===== config.mk =====
export PLATFORM = sky130hd
export DESIGN_NAME = spi_tx_sequencer_flat
export DESIGN_NICKNAME = d
export VERILOG_FILES = /design/src/rtl/spi_pkg.sv /design/src/rtl/spi_tx_sequencer_if.sv /design/src/rtl/spi_tx_sequencer.sv /design/src/flat_wrapper.sv
export SDC_FILE = /design/constraint.sdc
export NUM_CORES = 1
export LEC_CHECK = 0
export BUFFER_PORTS_ARGS = -buffer_cell sky130_fd_sc_hd__buf_2
export CORE_MARGIN = 2
export CORE_UTILIZATION = 42
export CTS_CLUSTER_SIZE = 8
export DETAILED_ROUTE_END_ITERATION = 7
export PLACE_DENSITY = 0.73
export SKIP_LAST_GASP = 1
export SLEW_MARGIN = 25
export SYNTH_ARGS = -nofsm -noshare
export SYNTH_HDL_FRONTEND = slang
export SYNTH_SLANG_ARGS = --single-unit

===== constraint.sdc =====
create_clock -name clk -period 1.5 [get_ports clk]
set_clock_uncertainty 0.1 [all_clocks]
set_input_delay 0.075 -clock clk [delete_from_list [all_inputs] [get_ports clk]]
set_output_delay 0.075 -clock clk [all_outputs]
set_load 0.005 [all_outputs]

===== src/rtl/spi_pkg.sv =====
// Shared SPI subsystem definitions: word/address widths used by the SPI
// master, slave, word RAM and the transmit sequencer, plus the sequencer
// state encoding.
package spi_pkg;

  localparam int DATA_W = 24;  // RAM word == SPI frame
  localparam int ADDR_W = 5;   // 32-word RAM

  typedef enum logic [2:0] {
    S_IDLE    = 3'd0,
    S_READ    = 3'd1,
    S_LOAD    = 3'd2,
    S_PRESENT = 3'd3,
    S_DONE    = 3'd4
  } seq_state_t;

endpackage


===== src/rtl/spi_tx_sequencer_if.sv =====
// Bus bundle between the transmit sequencer, the word RAM read port and
// the SPI master transmit handshake.
//   ram_rd_en/ram_addr : read strobe/address toward the RAM
//   ram_rdata          : RAM data, valid one cycle after ram_rd_en
//   tx_valid/tx_data   : word offered to the SPI master
//   tx_ready           : master accepts when high with tx_valid
// master modport = sequencer side, slave modport = RAM/SPI master side.
interface spi_tx_sequencer_if
  import spi_pkg::*;
#(
  parameter int DW = DATA_W,
  parameter int AW = ADDR_W
);

  logic          ram_rd_en;
  logic [AW-1:0] ram_addr;
  logic [DW-1:0] ram_rdata;
  logic          tx_valid;
  logic [DW-1:0] tx_data;
  logic          tx_ready;

  modport master (
    output ram_rd_en, ram_addr, tx_valid, tx_data,
    input  ram_rdata, tx_ready
  );

  modport slave (
    input  ram_rd_en, ram_addr, tx_valid, tx_data,
    output ram_rdata, tx_ready
  );

endinterface


===== src/rtl/spi_tx_sequencer.sv =====
// Transmit sequencer: on start, reads word_cnt consecutive RAM words from
// start_addr (wrapping modulo the RAM depth) and offers each one to the SPI
// master over tx_valid/tx_ready. Pulses done at the end of every run
// (normal, zero-length or aborted).
// Ports:
//   clk, rst   : rising-edge clock, synchronous active-high reset
//   start      : one-cycle command, only honoured in IDLE
//   start_addr : first RAM address, sampled with start
//   word_cnt   : words to send (0..2**ADDR_W), sampled with start
//   abort      : end the run at the next safe point
//   busy, done : run status / end-of-run pulse
//   bus        : RAM read port and master transmit handshake
// Every output is a flop; tx_ready only feeds next-state logic.
module spi_tx_sequencer
  import spi_pkg::*;
#(
  parameter int DW = DATA_W,
  parameter int AW = ADDR_W
) (
  input  logic                 clk,
  input  logic                 rst,
  input  logic                 start,
  input  logic [AW-1:0]        start_addr,
  input  logic [AW:0]          word_cnt,
  input  logic                 abort,
  output logic                 busy,
  output logic                 done,
  spi_tx_sequencer_if.master   bus
);

  seq_state_t    state_q, state_d;
  logic [AW-1:0] addr_q, addr_d;     // also drives ram_addr directly
  logic [AW:0]   rem_q, rem_d;
  logic [DW-1:0] txd_q, txd_d;
  logic          txv_q, txv_d;
  logic          rd_q, rd_d;
  logic          busy_q, busy_d;
  logic          done_q, done_d;
  logic          abt_q, abt_d;       // sticky abort request

  always_ff @(posedge clk) begin
    if (rst) begin
      state_q <= S_IDLE;
      addr_q  <= '0;
      rem_q   <= '0;
      txd_q   <= '0;
      txv_q   <= 1'b0;
      rd_q    <= 1'b0;
      busy_q  <= 1'b0;
      done_q  <= 1'b0;
      abt_q   <= 1'b0;
    end else begin
      state_q <= state_d;
      addr_q  <= addr_d;
      rem_q   <= rem_d;
      txd_q   <= txd_d;
      txv_q   <= txv_d;
      rd_q    <= rd_d;
      busy_q  <= busy_d;
      done_q  <= done_d;
      abt_q   <= abt_d;
    end
  end

  // Outputs are computed one cycle ahead so they land in flops together
  // with the state they belong to.
  always_comb begin
    state_d = state_q;
    addr_d  = addr_q;
    rem_d   = rem_q;
    txd_d   = txd_q;
    txv_d   = txv_q;
    rd_d    = 1'b0;
    done_d  = 1'b0;
    busy_d  = busy_q;
    // abort seen this cycle counts immediately, not one cycle late
    abt_d   = abt_q | (busy_q & abort);

    unique case (state_q)
      S_IDLE: begin
        abt_d = 1'b0;
        if (start) begin
          addr_d = start_addr;
          rem_d  = word_cnt;
          busy_d = 1'b1;
          if (word_cnt == '0) begin
            state_d = S_DONE;
            done_d  = 1'b1;
          end else begin
            state_d = S_READ;
            rd_d    = 1'b1;
          end
        end
      end

      // Read already issued; data arrives while in LOAD regardless of abort.
      S_READ: state_d = S_LOAD;

      S_LOAD: begin
        if (abt_d) begin
          // in-flight read is dropped, word never presented
          state_d = S_DONE;
          done_d  = 1'b1;
        end else begin
          txd_d   = bus.ram_rdata;
          txv_d   = 1'b1;
          state_d = S_PRESENT;
        end
      end

      // A presented word is never withdrawn; abort only takes effect
      // after its handshake.
      S_PRESENT: begin
        if (bus.tx_ready) begin
          txv_d  = 1'b0;
          addr_d = addr_q + 1'b1;     // wraps at RAM depth
          rem_d  = rem_q - 1'b1;
          if (abt_d || rem_q == {{AW{1'b0}}, 1'b1}) begin
            state_d = S_DONE;
            done_d  = 1'b1;
          end else begin
            state_d = S_READ;
            rd_d    = 1'b1;
          end
        end
      end

      S_DONE: begin
        busy_d  = 1'b0;
        abt_d   = 1'b0;
        state_d = S_IDLE;
      end

      default: begin
        state_d = S_IDLE;
        busy_d  = 1'b0;
        txv_d   = 1'b0;
        abt_d   = 1'b0;
      end
    endcase
  end

  assign busy          = busy_q;
  assign done          = done_q;
  assign bus.ram_rd_en = rd_q;
  assign bus.ram_addr  = addr_q;
  assign bus.tx_valid  = txv_q;
  assign bus.tx_data   = txd_q;

endmodule

===== src/flat_wrapper.sv =====
// flat-port wrapper written by rule: the top's interface ports become plain ports
module spi_tx_sequencer_flat import spi_pkg::*;
#(
  parameter int DW = DATA_W,
  parameter int AW = ADDR_W
)
  (clk, rst, start, start_addr, word_cnt, abort, busy, done, bus_ram_rd_en, bus_ram_addr, bus_tx_valid, bus_tx_data, bus_ram_rdata, bus_tx_ready);
  spi_tx_sequencer_if #(.DW(DW), .AW(AW)) bus_i ();
  input  logic clk;
  input  logic rst;
  input  logic start;
  input  logic [AW-1:0] start_addr;
  input  logic [AW:0] word_cnt;
  input  logic abort;
  output logic busy;
  output logic done;
  output wire logic [$bits(bus_i.ram_rd_en)-1:0] bus_ram_rd_en;
  output wire logic [$bits(bus_i.ram_addr)-1:0] bus_ram_addr;
  output wire logic [$bits(bus_i.tx_valid)-1:0] bus_tx_valid;
  output wire logic [$bits(bus_i.tx_data)-1:0] bus_tx_data;
  input wire logic [$bits(bus_i.ram_rdata)-1:0] bus_ram_rdata;
  input wire logic [$bits(bus_i.tx_ready)-1:0] bus_tx_ready;
  assign bus_ram_rd_en = bus_i.ram_rd_en;
  assign bus_ram_addr = bus_i.ram_addr;
  assign bus_tx_valid = bus_i.tx_valid;
  assign bus_tx_data = bus_i.tx_data;
  assign bus_i.ram_rdata = bus_ram_rdata;
  assign bus_i.tx_ready = bus_tx_ready;
  spi_tx_sequencer #(.DW(DW), .AW(AW)) u_core (.clk(clk), .rst(rst), .start(start), .start_addr(start_addr), .word_cnt(word_cnt), .abort(abort), .busy(busy), .done(done), .bus(bus_i));
endmodule

# After elaboration in Yosys (flattened, before gate mapping)
# Cells that the tools add are included.
# op_classes
n_addsub	2
n_eq_ne	8
mux	28
bitwise	5
reduce_logical	12
# ops
op	n
2-to-1 mux 3 bit	5
2-to-1 mux 1 bit	12
2-to-1 mux 6 bit	2
case mux 3 bit (4 select lines)	1
case mux 6 bit (2 select lines)	1
2-to-1 mux 5 bit	2
case mux 5 bit (2 select lines)	1
== test 3 x 2 -> 1 bit (second input constant)	2
== test 6 x 1 -> 1 bit (second input constant)	1
logical NOT 6 bit	1
!= test 2 bit (second input constant)	3
case mux 1 bit (3 select lines)	2
AND reduction 2 bit	3
AND reduction 3 bit	2
OR reduction 3 bit	2
subtractor 6 x 1 -> 6 bit (second input constant)	1
adder 5 x 1 -> 5 bit (second input constant)	1
case mux 1 bit (2 select lines)	2
== test 3 x 1 -> 1 bit (second input constant)	1
== test 3 bit (second input constant)	1
logical NOT 3 bit	1
NOT 1 bit	3
nonzero test 2 bit	1
OR reduction 2 bit	1
3 further kinds	3
# totals
regBits	43
inputBits	40
out_inout_bits	33
word_cells	64

# Logic depth before layout (Yosys ltp)
# logic_depth
depth_word	6
depth_mapped	6
mapped_depth_nobuf	5

# Worst setup path before layout
# OpenSTA, ideal clock, no wires.
# synth_path
path_kind	register to register
from	register u_core.state_q[0]
to	register u_core.addr_q[0] (netlist: u_core.bus.ram_addr[0])
setup_time_ps	74
arrival_ps	1418
t_required_ps	1326
slack_ps	-92
path_stages_with_launch	6
synth_period_minus_slack_ps	1592
cell_sequence	dfxtp_1 buf_6 or3b_4 a21o_1 or3_1 a31oi_1
# synth_between
elab_chain_cells	3
# synth_lines
item	line	rtl
start, declared	spi_tx_sequencer.sv:31	seq_state_t state_q, state_d;
start signal, assigned	spi_tx_sequencer.sv:53	state_q <= state_d;
== test 3 x 2 -> 1 bit / logical NOT 3 bit (equally long branches)	spi_tx_sequencer.sv:79	unique case (state_q)
!= test 2 bit (no line) / nonzero test 2 bit (equally long branches)	n/a	
AND reduction 3 bit (no line)	n/a	
end signal, assigned	spi_tx_sequencer.sv:54	addr_q <= addr_d;
end, declared	spi_tx_sequencer.sv:32	logic [AW-1:0] addr_q, addr_d;
# Several ways; a longest one is shown, not always the timed one.
# A chain may end at the register's enable or synchronous reset.

# Worst setup path after layout
# layout_path
from	register u_core.state_q[0]
to	register u_core.txd_q[1] (netlist: u_core.bus.tx_data[1])
# layout_between
elab_chain_cells	2
# layout_lines
item	line	rtl
== test 3 x 2 -> 1 bit	spi_tx_sequencer.sv:79	
AND reduction 2 bit (no line)	n/a	
end signal, assigned	spi_tx_sequencer.sv:56	txd_q <= txd_d;
end, declared	spi_tx_sequencer.sv:34	logic [DW-1:0] txd_q, txd_d;
# No other way between the ends.

==> flow_summary_export.csv <==
group,metric,value,unit
sta,drv_slew,0,
layout,stdcell_count,422,
sta,tightest_slew,0.3488,ns
logic_synthesis,yosys-top-cells-count,"nand2_1 (60), dfxtp_1 (43), a21oi_1 (39), clkbuf_1 (11), nor2_1 (11)",
layout,area_delta_synth_final,71.04,%
clock_network,cts_tree,"built",
place,place_congestion,0.8666,
outcome,violations,"setup timing",
sta,fin_crit_sh,1.061,
sta,hold_viol_final,0,
layout,final_net_count,412,
logic_synthesis,synth_ff_type,"dfxtp_1",
grt,gr-total-overflow,0,
power,power.total,3.497,mW
power,p_leak,1.386,nW
outcome,outcome,"finished, violations left",
floorplanning,io_pins,73,
logic_synthesis,synth_cell_type_count,36,
logic_synthesis,seq_area_frac_synth,0.4633,
grt,antenna_found_initial,0,
logic_synthesis,syn-num-nets,283,
place,hpwl,3.437,mm
logic_synthesis,syn_inst,240,
detailed_routing,dr.pass1.iters,4,
grt,grt_pass1_wl,8.859,mm
logic_synthesis,synthArstFlopShare,0,
detailed_routing,drt-vias-per-instance,5.178,
hold_path,holdCritPathClass,"input port to flip-flop",
sta,relSlewSlack,0.7675,
layout,multi_input_area,0.001092,mm²
detailed_routing,wl_per_cell,15.09,µm
layout,regArea,868.3,µm²
setup_path,end_kind,"flip-flop",
logic_synthesis,yosysTopAreaCellShare,0.4633,
detailed_routing,routed_wl,6.369,mm
setup_path,cp_data_required_time,1.58,ns
detailed_routing,drcViolationCount,0,
grt,grt_max_degree,26,
power,power.density,1100,mW/mm²
grt,grt_use_total,0.2233,
clock_network,htree_levels,2,
logic_synthesis,yosysMostFrequentCell,"nand2_1",
grt,grt_pass1_vias,2034,
layout,fin_util,0.7401,
sta,setup_ws,-0.09220,ns
detailed_routing,drtIter0Drc,110,
place,port_buffers,72,
clock_network,cts_sinks,43,
floorplanning,rows,24,
logic_synthesis,yosys_warnings,0,
setup_path,crit_type,"flip-flop to flip-flop",
logic_synthesis,synth_area,0.001858,mm²
flow_run,cap_viol_max_count,0,
detailed_routing,drt.antenna.violating_nets,0,
logic_synthesis,synth-edff-count,0,
floorplanning,die_area,0.004972,mm²
clock_network,path_clk_slew,0.09,ns
grt,grt_use_met2,0.3742,
floorplanning,initial_utilization,0.4327,
floorplanning,die_h,70.51,µm
grt,grtUsageMet3,0.06782,
layout,nFillCells,310,
power,vdd_drop_max,0.6532,mV
sta,rsz0062_at_grt,"true",
floorplanning,core,0.004294,mm²
logic_synthesis,ys_top_cells_by_area,"dfxtp_1 (46%), nand2_1 (12%), a21oi_1 (11%)",
detailed_routing,via_count,2185,
place,dp_cells,374,
clock_network,clock_latency,0.30,ns
sta,hold_ws,0.02473,ns
grt,grt_use_met1,0.2615,
layout,drive_gt1_frac,0.4514,
clock_network,cts_buffers,5,
clock_network,root_buffer,"clkbuf_8",
clock_network,clock_path_buffers,2,
floorplanning,fp.dieW,70.51,µm
setup_path,path_max_fanout,6,
grt,grt_busiest_layer,"met2",
logic_synthesis,synth_seq_cells,43,
sta,setup-violations-final,35,
layout,n_antenna_cell,0,
sta,min_period,1.592,ns
logic_synthesis,synth_area_leader_cell,"dfxtp_1",
sta,fmax,628.1,MHz
logic_synthesis,syn_avg_cell_area,7.742,µm²
setup_path,cp_data_arrival_time,1.67,ns
setup_path,setup.worst_path.start_class,"flip-flop",
power by group:
part | internal, mW | leakage [nW] | switching (mW)
Sequential | 1.27 | 0.352 | 0.102
Clock | 0.539 | 0.0612 | 0.393
Combinational | 0.616 | 0.973 | 0.574
metal layers:
layer  vias to the layer above  share of wire  wire length [µm]
li1                       1083              -                 -
met1                       994           0.40              2518
met2                        96           0.51              3229
met3                        12          0.072               457
met4                         0          0.026               163
met5                         -              0                 0
logic make-up (layout without fill, tap and decap cells):
group	Yosys count	after routing	synth area share
simple gates	105	105	0.2572
compound gates	68	68	0.2115
flops	43	43	0.4633
buf+inv	21	151	0.04781
fa+ha+maj	3	3	0.02020
placed cells by master, fill, tap and decap left out, types with 2 or more instances in the layout:
cell and n:
nor3b_2 2, nor4_1 2, and2_1 5, nand2_1 40
o21ai_0 2, buf_2 73, nand2_4 4, dfxtp_2 3
o21ai_2 4, nand2_2 16, nor3_1 5, dlygate4sd3_1 29
a21oi_2 8, nand3_1 7, dfxtp_1 39, inv_1 6
ha_1 3, o32ai_1 2, o21ai_1 4, and3_1 2
a21oi_1 31, nor2_1 9, a211oi_2 2, clkbuf_8 6
a31oi_1 3, buf_12 2, buf_4 22, buf_6 9
clkbuf_16 2, a21o_1 4, nor2_2 2
registers in the layout, indices dropped and copies added, names as in the netlist:
register and flops:
u_core.bus.tx_data 24, u_core.rem_q 6, u_core.bus.ram_addr 5, u_core.state_q 3, u_core.abt_q 1, u_core.bus.ram_rd_en 1, u_core.bus.tx_valid 1, u_core.busy 1
u_core.done 1
per-stage QoR:
stage / cell area (µm²) / TNS [ns] / worst slack [ns]
floorplan: 1899 / -1.147 / -0.09211
global placement: 2441 / -0.3575 / -0.06380
detailed placement: 2441 / -0.8457 / -0.1137
CTS: 2885 / -0.7695 / -0.05377
global route: 3178 / -3.735 / -0.1452
finish: 3178 / -2.108 / -0.09220
critical path, stage by stage, from the launching register on:
cell and delay, ns:
dfxtp_4 0.36, buf_6 0.12, nand2b_4 0.13, or3_4 0.45, clkbuf_16 0.20, nand2_2 0.05
a21oi_1 0.06
timing repair:
action	CTS	global route
cloned	0	6
gates resized for setup	12	60
setup endpoints to repair	11	36
hold endpoints to repair	30	0
pin swaps	3	10
buffers inserted	2	4
hold buffers	29	0
path summary, 6_finish.rpt:
kind,start,end,slack (ns),cells after the start
worst max register to register,u_core.state_q[0]$_SDFFE_PP0P_,u_core.bus.tx_data[1]$_SDFFE_PP0P_,-0.09,6
worst max-delay path,u_core.state_q[0]$_SDFFE_PP0P_,u_core.bus.tx_data[1]$_SDFFE_PP0P_,-0.09,6
worst min-delay path,word_cnt[1],u_core.rem_q[1]$_SDFFE_PP0P_,0.02,3
worst min register to register,u_core.bus.tx_data[2]$_SDFFE_PP0P_,u_core.bus.tx_data[2]$_SDFFE_PP0P_,0.36,2
area by class of cell:
| cell class | count | area share |
|---|---|---|
| multi-input cells | 176 | 0.3437 |
| repair buffers | 137 | 0.3185 |
| flip-flops and latches | 43 | 0.2732 |
| clock buffers | 6 | 0.02598 |
| well taps | 52 | 0.02047 |
| clock inverters | 2 | 0.01102 |
| inverters | 6 | 0.007087 |
No activity file was read; power rests on OpenSTA's default activity.
